==> src/rtl/dmem_arbiter_pkg.sv <==
// rtl/dmem_arbiter_pkg.sv - shared definitions for the data-RAM arbiter
// Purpose: fairness FSM state encoding and default bus widths.
// Ports: none (package).
package dmem_arbiter_pkg;

  localparam int DMEM_ADDR_W = 32;
  localparam int DMEM_DATA_W = 32;

  typedef enum logic {
    S_NORM  = 1'b0,
    S_FORCE = 1'b1
  } arb_state_e;

endpackage

==> src/rtl/dmem_arbiter_if.sv <==
// rtl/dmem_arbiter_if.sv - CPU, EXT and RAM port bundle of the data-RAM arbiter
// Purpose: groups the CPU request, EXT request and RAM signals.
// Ports: slave = arbiter side, master = surrounding pipeline/EXT/RAM side.
interface dmem_arbiter_if
  import dmem_arbiter_pkg::*;
#(
  parameter int ADDR_W = DMEM_ADDR_W,
  parameter int DATA_W = DMEM_DATA_W
);
  logic              cpu_req;
  logic              cpu_we;
  logic [ADDR_W-1:0] cpu_addr;
  logic [DATA_W-1:0] cpu_wdata;
  logic              cpu_stall;
  logic [DATA_W-1:0] cpu_rdata;

  logic              ext_req;
  logic              ext_we;
  logic [ADDR_W-1:0] ext_addr;
  logic [DATA_W-1:0] ext_wdata;
  logic              ext_gnt;
  logic              ext_rvalid;
  logic [DATA_W-1:0] ext_rdata;

  logic              ram_we;
  logic [ADDR_W-1:0] ram_addr;
  logic [DATA_W-1:0] ram_di;
  logic [DATA_W-1:0] ram_do;

  modport slave (
    input  cpu_req, cpu_we, cpu_addr, cpu_wdata,
    input  ext_req, ext_we, ext_addr, ext_wdata,
    input  ram_do,
    output cpu_stall, cpu_rdata,
    output ext_gnt, ext_rvalid, ext_rdata,
    output ram_we, ram_addr, ram_di
  );

  modport master (
    output cpu_req, cpu_we, cpu_addr, cpu_wdata,
    output ext_req, ext_we, ext_addr, ext_wdata,
    output ram_do,
    input  cpu_stall, cpu_rdata,
    input  ext_gnt, ext_rvalid, ext_rdata,
    input  ram_we, ram_addr, ram_di
  );
endinterface

==> src/rtl/dmem_arbiter_starve_ctr.sv <==
// rtl/dmem_arbiter_starve_ctr.sv - EXT starvation counter and force FSM
// Purpose: counts consecutive denied EXT cycles and forces one EXT grant
//          once STARVE_MAX is reached.
// Ports: clk, clr (async active-high reset), ext_req_i, ext_gnt_i in;
//        force_o out (EXT owns the RAM this cycle regardless of the CPU).
module dmem_arbiter_starve_ctr
  import dmem_arbiter_pkg::*;
#(
  parameter int STARVE_MAX = 4,
  parameter int CNT_W      = 3
) (
  input  logic clk,
  input  logic clr,
  input  logic ext_req_i,
  input  logic ext_gnt_i,
  output logic force_o
);
  localparam logic [CNT_W-1:0] MaxCnt = CNT_W'(STARVE_MAX);

  arb_state_e       state_q, state_d;
  logic [CNT_W-1:0] cnt_q, cnt_d;

  always_ff @(posedge clk or posedge clr) begin
    if (clr) begin
      state_q <= S_NORM;
      cnt_q   <= '0;
    end else begin
      state_q <= state_d;
      cnt_q   <= cnt_d;
    end
  end

  always_comb begin
    state_d = state_q;
    cnt_d   = cnt_q;
    force_o = 1'b0;
    case (state_q)
      S_NORM: begin
        // A served or withdrawn request ends the run of denials.
        if (!ext_req_i || ext_gnt_i) begin
          cnt_d = '0;
        end else if (cnt_q != MaxCnt) begin
          cnt_d = cnt_q + 1'b1;
        end
        if (ext_req_i && (cnt_d == MaxCnt)) begin
          state_d = S_FORCE;
        end
      end
      S_FORCE: begin
        force_o = 1'b1;
        cnt_d   = '0;
        state_d = S_NORM;
      end
      default: state_d = S_NORM;
    endcase
  end
endmodule

==> src/rtl/dmem_arbiter.sv <==
// rtl/dmem_arbiter.sv - single-port data RAM arbiter between CPU MEM stage and EXT master
// Purpose: picks the RAM owner each cycle, muxes we/addr/di, stalls the CPU
//          when it loses, and returns read data. Optional fairness build:
//          define DMEM_ARB_FAIRNESS_EN to bound EXT starvation.
// Ports: clk; clr (async active-high reset); bus (dmem_arbiter_if.slave):
//        cpu_* request/stall/rdata, ext_* request/gnt/rvalid/rdata, ram_* port.
module dmem_arbiter
  import dmem_arbiter_pkg::*;
#(
  parameter int ADDR_W     = DMEM_ADDR_W,
  parameter int DATA_W     = DMEM_DATA_W,
  parameter int STARVE_MAX = 4,
  parameter int CNT_W      = 3
) (
  input logic           clk,
  input logic           clr,
  dmem_arbiter_if.slave bus
);
  logic              force_w;
  logic              cpu_gnt;
  logic              ext_gnt;
  logic              ext_rvalid_q, ext_rvalid_d;
  logic [ADDR_W-1:0] ram_addr;
  logic [DATA_W-1:0] ram_di;

  if (STARVE_MAX >= (1 << CNT_W)) begin : g_bad_cfg
    $error("CNT_W too narrow for STARVE_MAX");
  end

`ifdef DMEM_ARB_FAIRNESS_EN
  dmem_arbiter_starve_ctr #(
    .STARVE_MAX(STARVE_MAX),
    .CNT_W     (CNT_W)
  ) u_starve_ctr (
    .clk      (clk),
    .clr      (clr),
    .ext_req_i(bus.ext_req),
    .ext_gnt_i(ext_gnt),
    .force_o  (force_w)
  );
`else
  assign force_w = 1'b0;
`endif

  // Grants are masked by clr so the RAM sees no write while reset is held.
  always_comb begin
    cpu_gnt  = bus.cpu_req & ~force_w & ~clr;
    ext_gnt  = bus.ext_req & (~bus.cpu_req | force_w) & ~clr;
    ram_addr = bus.cpu_addr;
    ram_di   = bus.cpu_wdata;
    if (ext_gnt) begin
      ram_addr = bus.ext_addr;
      ram_di   = bus.ext_wdata;
    end
    ext_rvalid_d = ext_gnt & ~bus.ext_we;
  end

  always_ff @(posedge clk or posedge clr) begin
    if (clr) begin
      ext_rvalid_q <= 1'b0;
    end else begin
      ext_rvalid_q <= ext_rvalid_d;
    end
  end

  assign bus.ram_we     = (cpu_gnt & bus.cpu_we) | (ext_gnt & bus.ext_we);
  assign bus.ram_addr   = ram_addr;
  assign bus.ram_di     = ram_di;
  assign bus.cpu_stall  = bus.cpu_req & ~cpu_gnt & ~clr;
  assign bus.cpu_rdata  = bus.ram_do;
  assign bus.ext_gnt    = ext_gnt;
  assign bus.ext_rvalid = ext_rvalid_q;
  assign bus.ext_rdata  = bus.ram_do;
endmodule
==> src/flat_wrapper.sv <==
// flat-port wrapper written by rule: the top's interface ports become plain ports
module dmem_arbiter_flat import dmem_arbiter_pkg::*;
#(
  parameter int ADDR_W     = DMEM_ADDR_W,
  parameter int DATA_W     = DMEM_DATA_W,
  parameter int STARVE_MAX = 4,
  parameter int CNT_W      = 3
)
  (clk, clr, bus_cpu_req, bus_cpu_we, bus_cpu_addr, bus_cpu_wdata, bus_ext_req, bus_ext_we, bus_ext_addr, bus_ext_wdata, bus_ram_do, bus_cpu_stall, bus_cpu_rdata, bus_ext_gnt, bus_ext_rvalid, bus_ext_rdata, bus_ram_we, bus_ram_addr, bus_ram_di);
  dmem_arbiter_if #(.ADDR_W(ADDR_W), .DATA_W(DATA_W)) bus_i ();
  input logic clk;
  input logic clr;
  input wire logic [$bits(bus_i.cpu_req)-1:0] bus_cpu_req;
  input wire logic [$bits(bus_i.cpu_we)-1:0] bus_cpu_we;
  input wire logic [$bits(bus_i.cpu_addr)-1:0] bus_cpu_addr;
  input wire logic [$bits(bus_i.cpu_wdata)-1:0] bus_cpu_wdata;
  input wire logic [$bits(bus_i.ext_req)-1:0] bus_ext_req;
  input wire logic [$bits(bus_i.ext_we)-1:0] bus_ext_we;
  input wire logic [$bits(bus_i.ext_addr)-1:0] bus_ext_addr;
  input wire logic [$bits(bus_i.ext_wdata)-1:0] bus_ext_wdata;
  input wire logic [$bits(bus_i.ram_do)-1:0] bus_ram_do;
  output wire logic [$bits(bus_i.cpu_stall)-1:0] bus_cpu_stall;
  output wire logic [$bits(bus_i.cpu_rdata)-1:0] bus_cpu_rdata;
  output wire logic [$bits(bus_i.ext_gnt)-1:0] bus_ext_gnt;
  output wire logic [$bits(bus_i.ext_rvalid)-1:0] bus_ext_rvalid;
  output wire logic [$bits(bus_i.ext_rdata)-1:0] bus_ext_rdata;
  output wire logic [$bits(bus_i.ram_we)-1:0] bus_ram_we;
  output wire logic [$bits(bus_i.ram_addr)-1:0] bus_ram_addr;
  output wire logic [$bits(bus_i.ram_di)-1:0] bus_ram_di;
  assign bus_i.cpu_req = bus_cpu_req;
  assign bus_i.cpu_we = bus_cpu_we;
  assign bus_i.cpu_addr = bus_cpu_addr;
  assign bus_i.cpu_wdata = bus_cpu_wdata;
  assign bus_i.ext_req = bus_ext_req;
  assign bus_i.ext_we = bus_ext_we;
  assign bus_i.ext_addr = bus_ext_addr;
  assign bus_i.ext_wdata = bus_ext_wdata;
  assign bus_i.ram_do = bus_ram_do;
  assign bus_cpu_stall = bus_i.cpu_stall;
  assign bus_cpu_rdata = bus_i.cpu_rdata;
  assign bus_ext_gnt = bus_i.ext_gnt;
  assign bus_ext_rvalid = bus_i.ext_rvalid;
  assign bus_ext_rdata = bus_i.ext_rdata;
  assign bus_ram_we = bus_i.ram_we;
  assign bus_ram_addr = bus_i.ram_addr;
  assign bus_ram_di = bus_i.ram_di;
  dmem_arbiter #(.ADDR_W(ADDR_W), .DATA_W(DATA_W), .STARVE_MAX(STARVE_MAX), .CNT_W(CNT_W)) u_core (.clk(clk), .clr(clr), .bus(bus_i));
endmodule
==> config.mk <==
export PLATFORM = sky130hd
export DESIGN_NAME = dmem_arbiter_flat
export DESIGN_NICKNAME = d
export VERILOG_FILES = /design/src/rtl/dmem_arbiter_pkg.sv /design/src/rtl/dmem_arbiter_if.sv /design/src/rtl/dmem_arbiter_starve_ctr.sv /design/src/rtl/dmem_arbiter.sv /design/src/flat_wrapper.sv
export SDC_FILE = /design/constraint.sdc
export NUM_CORES = 1
export LEC_CHECK = 0
export ABC_AREA = 1
export ABC_CLOCK_PERIOD_IN_PS = 1300
export CORE_AREA = 8 8 110 112
export DETAILED_ROUTE_END_ITERATION = 10
export DIE_AREA = 0 0 118 120
export PLACE_DENSITY = 0.64
export SKIP_CTS_REPAIR_TIMING = 1
export SKIP_LAST_GASP = 1
export SYNTH_ARGS = -nofsm -noshare
export SYNTH_HDL_FRONTEND = slang
export SYNTH_HIERARCHICAL = 1
export SYNTH_SLANG_ARGS = --single-unit
export TNS_END_PERCENT = 100
==> constraint.sdc <==
create_clock -name clk -period 1.3 [get_ports clk]
set_input_delay 0.26 -clock clk [delete_from_list [all_inputs] [get_ports clk]]
set_output_delay 0.26 -clock clk [all_outputs]
set_load 0.05 [all_outputs]
Word-level counts from Yosys, hierarchy flattened
Index checks and enable logic that the tools add are counted.
{ "classes": {"mux": 2, "n_bitwise": 13} }
{ "ops": {"columns": ["operator", "count"], "rows": [
  ["32-bit 2-to-1 mux", 2],
  ["1-bit AND", 8],
  ["1-bit inverter", 4],
  ["1-bit bitwise OR", 1]
]} }
{ "word_totals": {"ff_bits": 1, "input_bits": 166, "output_inout_bits": 132, "elab_cells": 16} }

Logic depth before layout (Yosys ltp)
{ "depth": {"ltp_word": 5, "ltp_mapped": 6, "ltp_nobuf": 4} }

Least setup slack after synthesis
OpenSTA, ideal clock, no wires.
{ "synth_timing": {"kind": "in2out", "from": "input port clr", "to": "output port bus_ram_addr[13]", "t_arrival_ns": 1.087, "t_required_ns": 1.040, "slack_ns": -0.047, "cell_stages": 5, "n_path_buf": 2, "path_cell_list": "nor2_2 buf_4 buf_4 nand3_1 nand2_1"} }
{ "synth_via": {"elab_chain_len": 3} }
{ "synth_lines": {"columns": ["element", "line_no", "source"], "rows": [
  ["start, declared", "flat_wrapper.sv:12", "input logic clr;"],
  ["1-bit inverter", "dmem_arbiter.sv:48", "ext_gnt = bus.ext_req & (~bus.cpu_req | force_w) & ~clr;"],
  ["1-bit AND", "dmem_arbiter.sv:48", null],
  ["32-bit 2-to-1 mux", "dmem_arbiter.sv:51", "if (ext_gnt) begin"],
  ["end, declared", "flat_wrapper.sv:28", "output wire logic [$bits(bus_i.ram_addr)-1:0] bus_ram_addr;"]
]} }
Every way passes these cells.

Worst setup path in the final report
{ "layout_timing": {"from": "input port bus_cpu_req", "to": "output port bus_ram_addr[21]"} }
{ "layout_via": {"elab_chain_len": 4} }
{ "layout_lines": {"columns": ["element", "line_no", "source"], "rows": [
  ["start, declared", "flat_wrapper.sv:13", "input wire logic [$bits(bus_i.cpu_req)-1:0] bus_cpu_req;"],
  ["1-bit inverter", "dmem_arbiter.sv:48", null],
  ["1-bit AND (2 in a row)", "dmem_arbiter.sv:48", null],
  ["32-bit 2-to-1 mux", "dmem_arbiter.sv:51", null]
]} }
Every way passes these cells.

==> metrics.sh <==
GRT_SETUP_UNREPAIRED='true'
SYNTHARSTFLOPSHARE=1.00
IOS=298
ROUTE.VIAS.TOTAL=2425
IR_DROP_mV=0.289
AVERAGE_FOOTPRINT_OF_A_SYNTHESIZED_CELL_UM2=5.20
FIRST_PASS_GRT_WIRE_LENGTH_UM=12200
FIRST_GLOBAL_VIAS=2392
YS_TOP_CELLS_BY_COUNT='130 x sky130_fd_sc_hd__nand2_1, 72 x sky130_fd_sc_hd__buf_4, 66 x sky130_fd_sc_hd__nand3_1'
DRT_PRE_ANTENNA_ITERS=4
POST_SYNTH_EDFFS=0
SYNTH_WARNINGS=6
CLK_PIN_SLEW_NS=0
FIRST_ITER_VIOLATIONS=73
POSTSYNTHCELLCOUNT=288
SYNTHDOMINANTCELLAREASHARE=0.361
PLACE.GP.CONGESTION=0.738
STATIC_LEAK_uW=0.00183
FMAX_MHz=686
PLACE.DETAILED.HPWL_UM=6830
LARGEST_REGISTER_FFS=1
DESIGN_POWER_TOTAL_uW=1990
SYNTH-SEQ-AREA-SHARE=0.0167
FP.DIEH_UM=120
SETUP_VIOL=66
INITIAL_ANTENNA_VIOLATION_COUNT=0
FINAL_NET_COUNT=593
ROUTED_WIRELENGTH_UM=10100
CP_DATA_ARRIVAL_TIME_NS=1.20
HOLDCRITPATHCLASS='in -> async'
DRV_SLEW=0
CRITPATHCAPTURETYPE='primary output'
SYNTH.DISTINCT_CELLS=11
GRT_OVERFLOW_TOTAL=0
FIN_CRIT_NS=1.46
WORST-PATH-MAX-FANOUT=8
SYNTHFLOPTYPE='sky130_fd_sc_hd__dfrtp_1'
ANTENNA_CELL_COUNT=0
SYNTH.MOST_COMMON_CELL='sky130_fd_sc_hd__nand2_1'
CP_DATA_REQUIRED_TIME_NS=1.04
INITIAL_UTILIZATION=0.143
PLACEMENTROWS=38
GRT_MAX_DEGREE=35
CRIT_START='bus_cpu_req'
RUN_STATUS='finished with violations'
WORSTSETUPSTARTPOINTTYPE='input pin'
MAX-CAP-VIOLATIONS=0
GRT_UTIL_ALL_LAYERS=0.101
DIE_FOOTPRINT_UM2=14200
POWER_PER_CELL_AREA_nW_PER_UM2=489
MAPPED_AREA_UM2=1500
FINALCRITPERIODSHARE=1.12
POST_LAYOUT_NONFILLER_INSTANCES=565
TIMING_WORST_SETUP_PATH_TYPE='in -> out'
POST_DRT_WL_PER_CELL_UM=18.0
VIOLATIONS_IN_THE_FINAL_REPORTS='setup timing'
HOLD_VIOL=0
FLOORPLAN.CORE_AREA_UM2=10500
LAYOUT_CELL_SHARE_WITH_DRIVE_STRENGTH_BEYOND_1=0.442
YS_FF_LATCH=1
ROUTED_VIA_DENSITY=4.29
DRC=0
SYNTH_TOP_CELLS_BY_AREA='sky130_fd_sc_hd__buf_4 36%, sky130_fd_sc_hd__nand2_1 33%, sky130_fd_sc_hd__nand3_1 22%'
FLOW.AREA_GROWTH_FROM_SYNTHESIS_PCT=172
PORT-BUFFER-COUNT=200
NETLIST.TOP_CELL.BY_AREA='sky130_fd_sc_hd__buf_4'
SYNTHESIS.NETS=454
PLACED_CELLS=550
DRT.ANTENNA.VIOLATING_NETS=0
FINALWORSTSETUPSLACK_NS=-0.157
DIE_WIDTH_UM=118
-- per-stage QoR --
stage	hold WS [ns]	cell area, µm²	setup WS [ns]	utilization	TNS, ns
floorplan	-0.00322	1620	0.0541	-	0
global placement	0.520	3170	-0.519	0.302	-32.40
detailed placement	0.520	3170	-0.558	0.302	-35.33
CTS	0.520	3170	-0.560	0.302	-35.44
global route	0.229	4080	-0.202	0.388	-10.99
finish	0.219	4080	-0.157	0.388	-7.87
-- power by group --
part	internal, µW	total (µW)	switching (µW)
clock network	0	0	0
logic	920	1960	1040
registers	32.5	33.1	0.606
total	953	1990	1040
-- critical path: stages --
cell	delay [ns]
sky130_fd_sc_hd__buf_6	0.10
sky130_fd_sc_hd__nor2_4	0.12
sky130_fd_sc_hd__buf_6	0.14
sky130_fd_sc_hd__nand2_4	0.09
sky130_fd_sc_hd__clkbuf_16	0.18
sky130_fd_sc_hd__nand2_1	0.07
sky130_fd_sc_hd__nand2_2	0.05
sky130_fd_sc_hd__buf_4	0.18
-- final cells by class --
| cell class | count | area (µm²) |
|---|---|---|
| multi-input cells | 200 | 1270 |
| fillers | 1048 | 6430 |
| well taps | 140 | 175 |
| inverters | 2 | 7.51 |
| repair buffers | 222 | 2600 |
| flip-flops and latches | 1 | 25.0 |
-- path summary, 6_finish.rpt --
| kind | endpoint | slack (ns) | cells past startpoint |
|---|---|---|---|
| min in group clk | bus_ext_rdata[3] | 0.52 | 0 |
| max in group asynchronous | u_core/bus.ext_rvalid | 1.00 | 3 |
| hold / removal | u_core/bus.ext_rvalid | 0.22 | 3 |
| setup / recovery | bus_ram_addr[21] | -0.16 | 8 |
-- layer usage --
layer | part of all wire | vias to the layer above | routed length, µm | GRT usage
li1 | - | 1123 | - | -
met1 | 0.37 | 1099 | 3780 | 0.0975
met2 | 0.49 | 167 | 5020 | 0.181
met3 | 0.10 | 36 | 1040 | 0.0521
met4 | 0.031 | 0 | 316 | 0.0384
met5 | 0 | - | 0 | 0
-- logic make-up (layout without fill, tap and decap cells) --
| family | Yosys count | in the layout | synth area share |
|---|---|---|---|
| other cells | 1 | 1 | 0.00250 |
| buf+inv | 88 | 224 | 0.428 |
| flops | 1 | 1 | 0.0167 |
| simple gates | 198 | 199 | 0.553 |
-- placed cells by master (no fill, tap or decap), drive strengths merged --
master / n
nand2: 131
conb: 1
buf: 84
nand3: 66
nor2: 2
dfrtp: 1
inv: 2
clkdlybuf4s50: 130
clkbuf: 8
(Power assumes the default switching activity.)
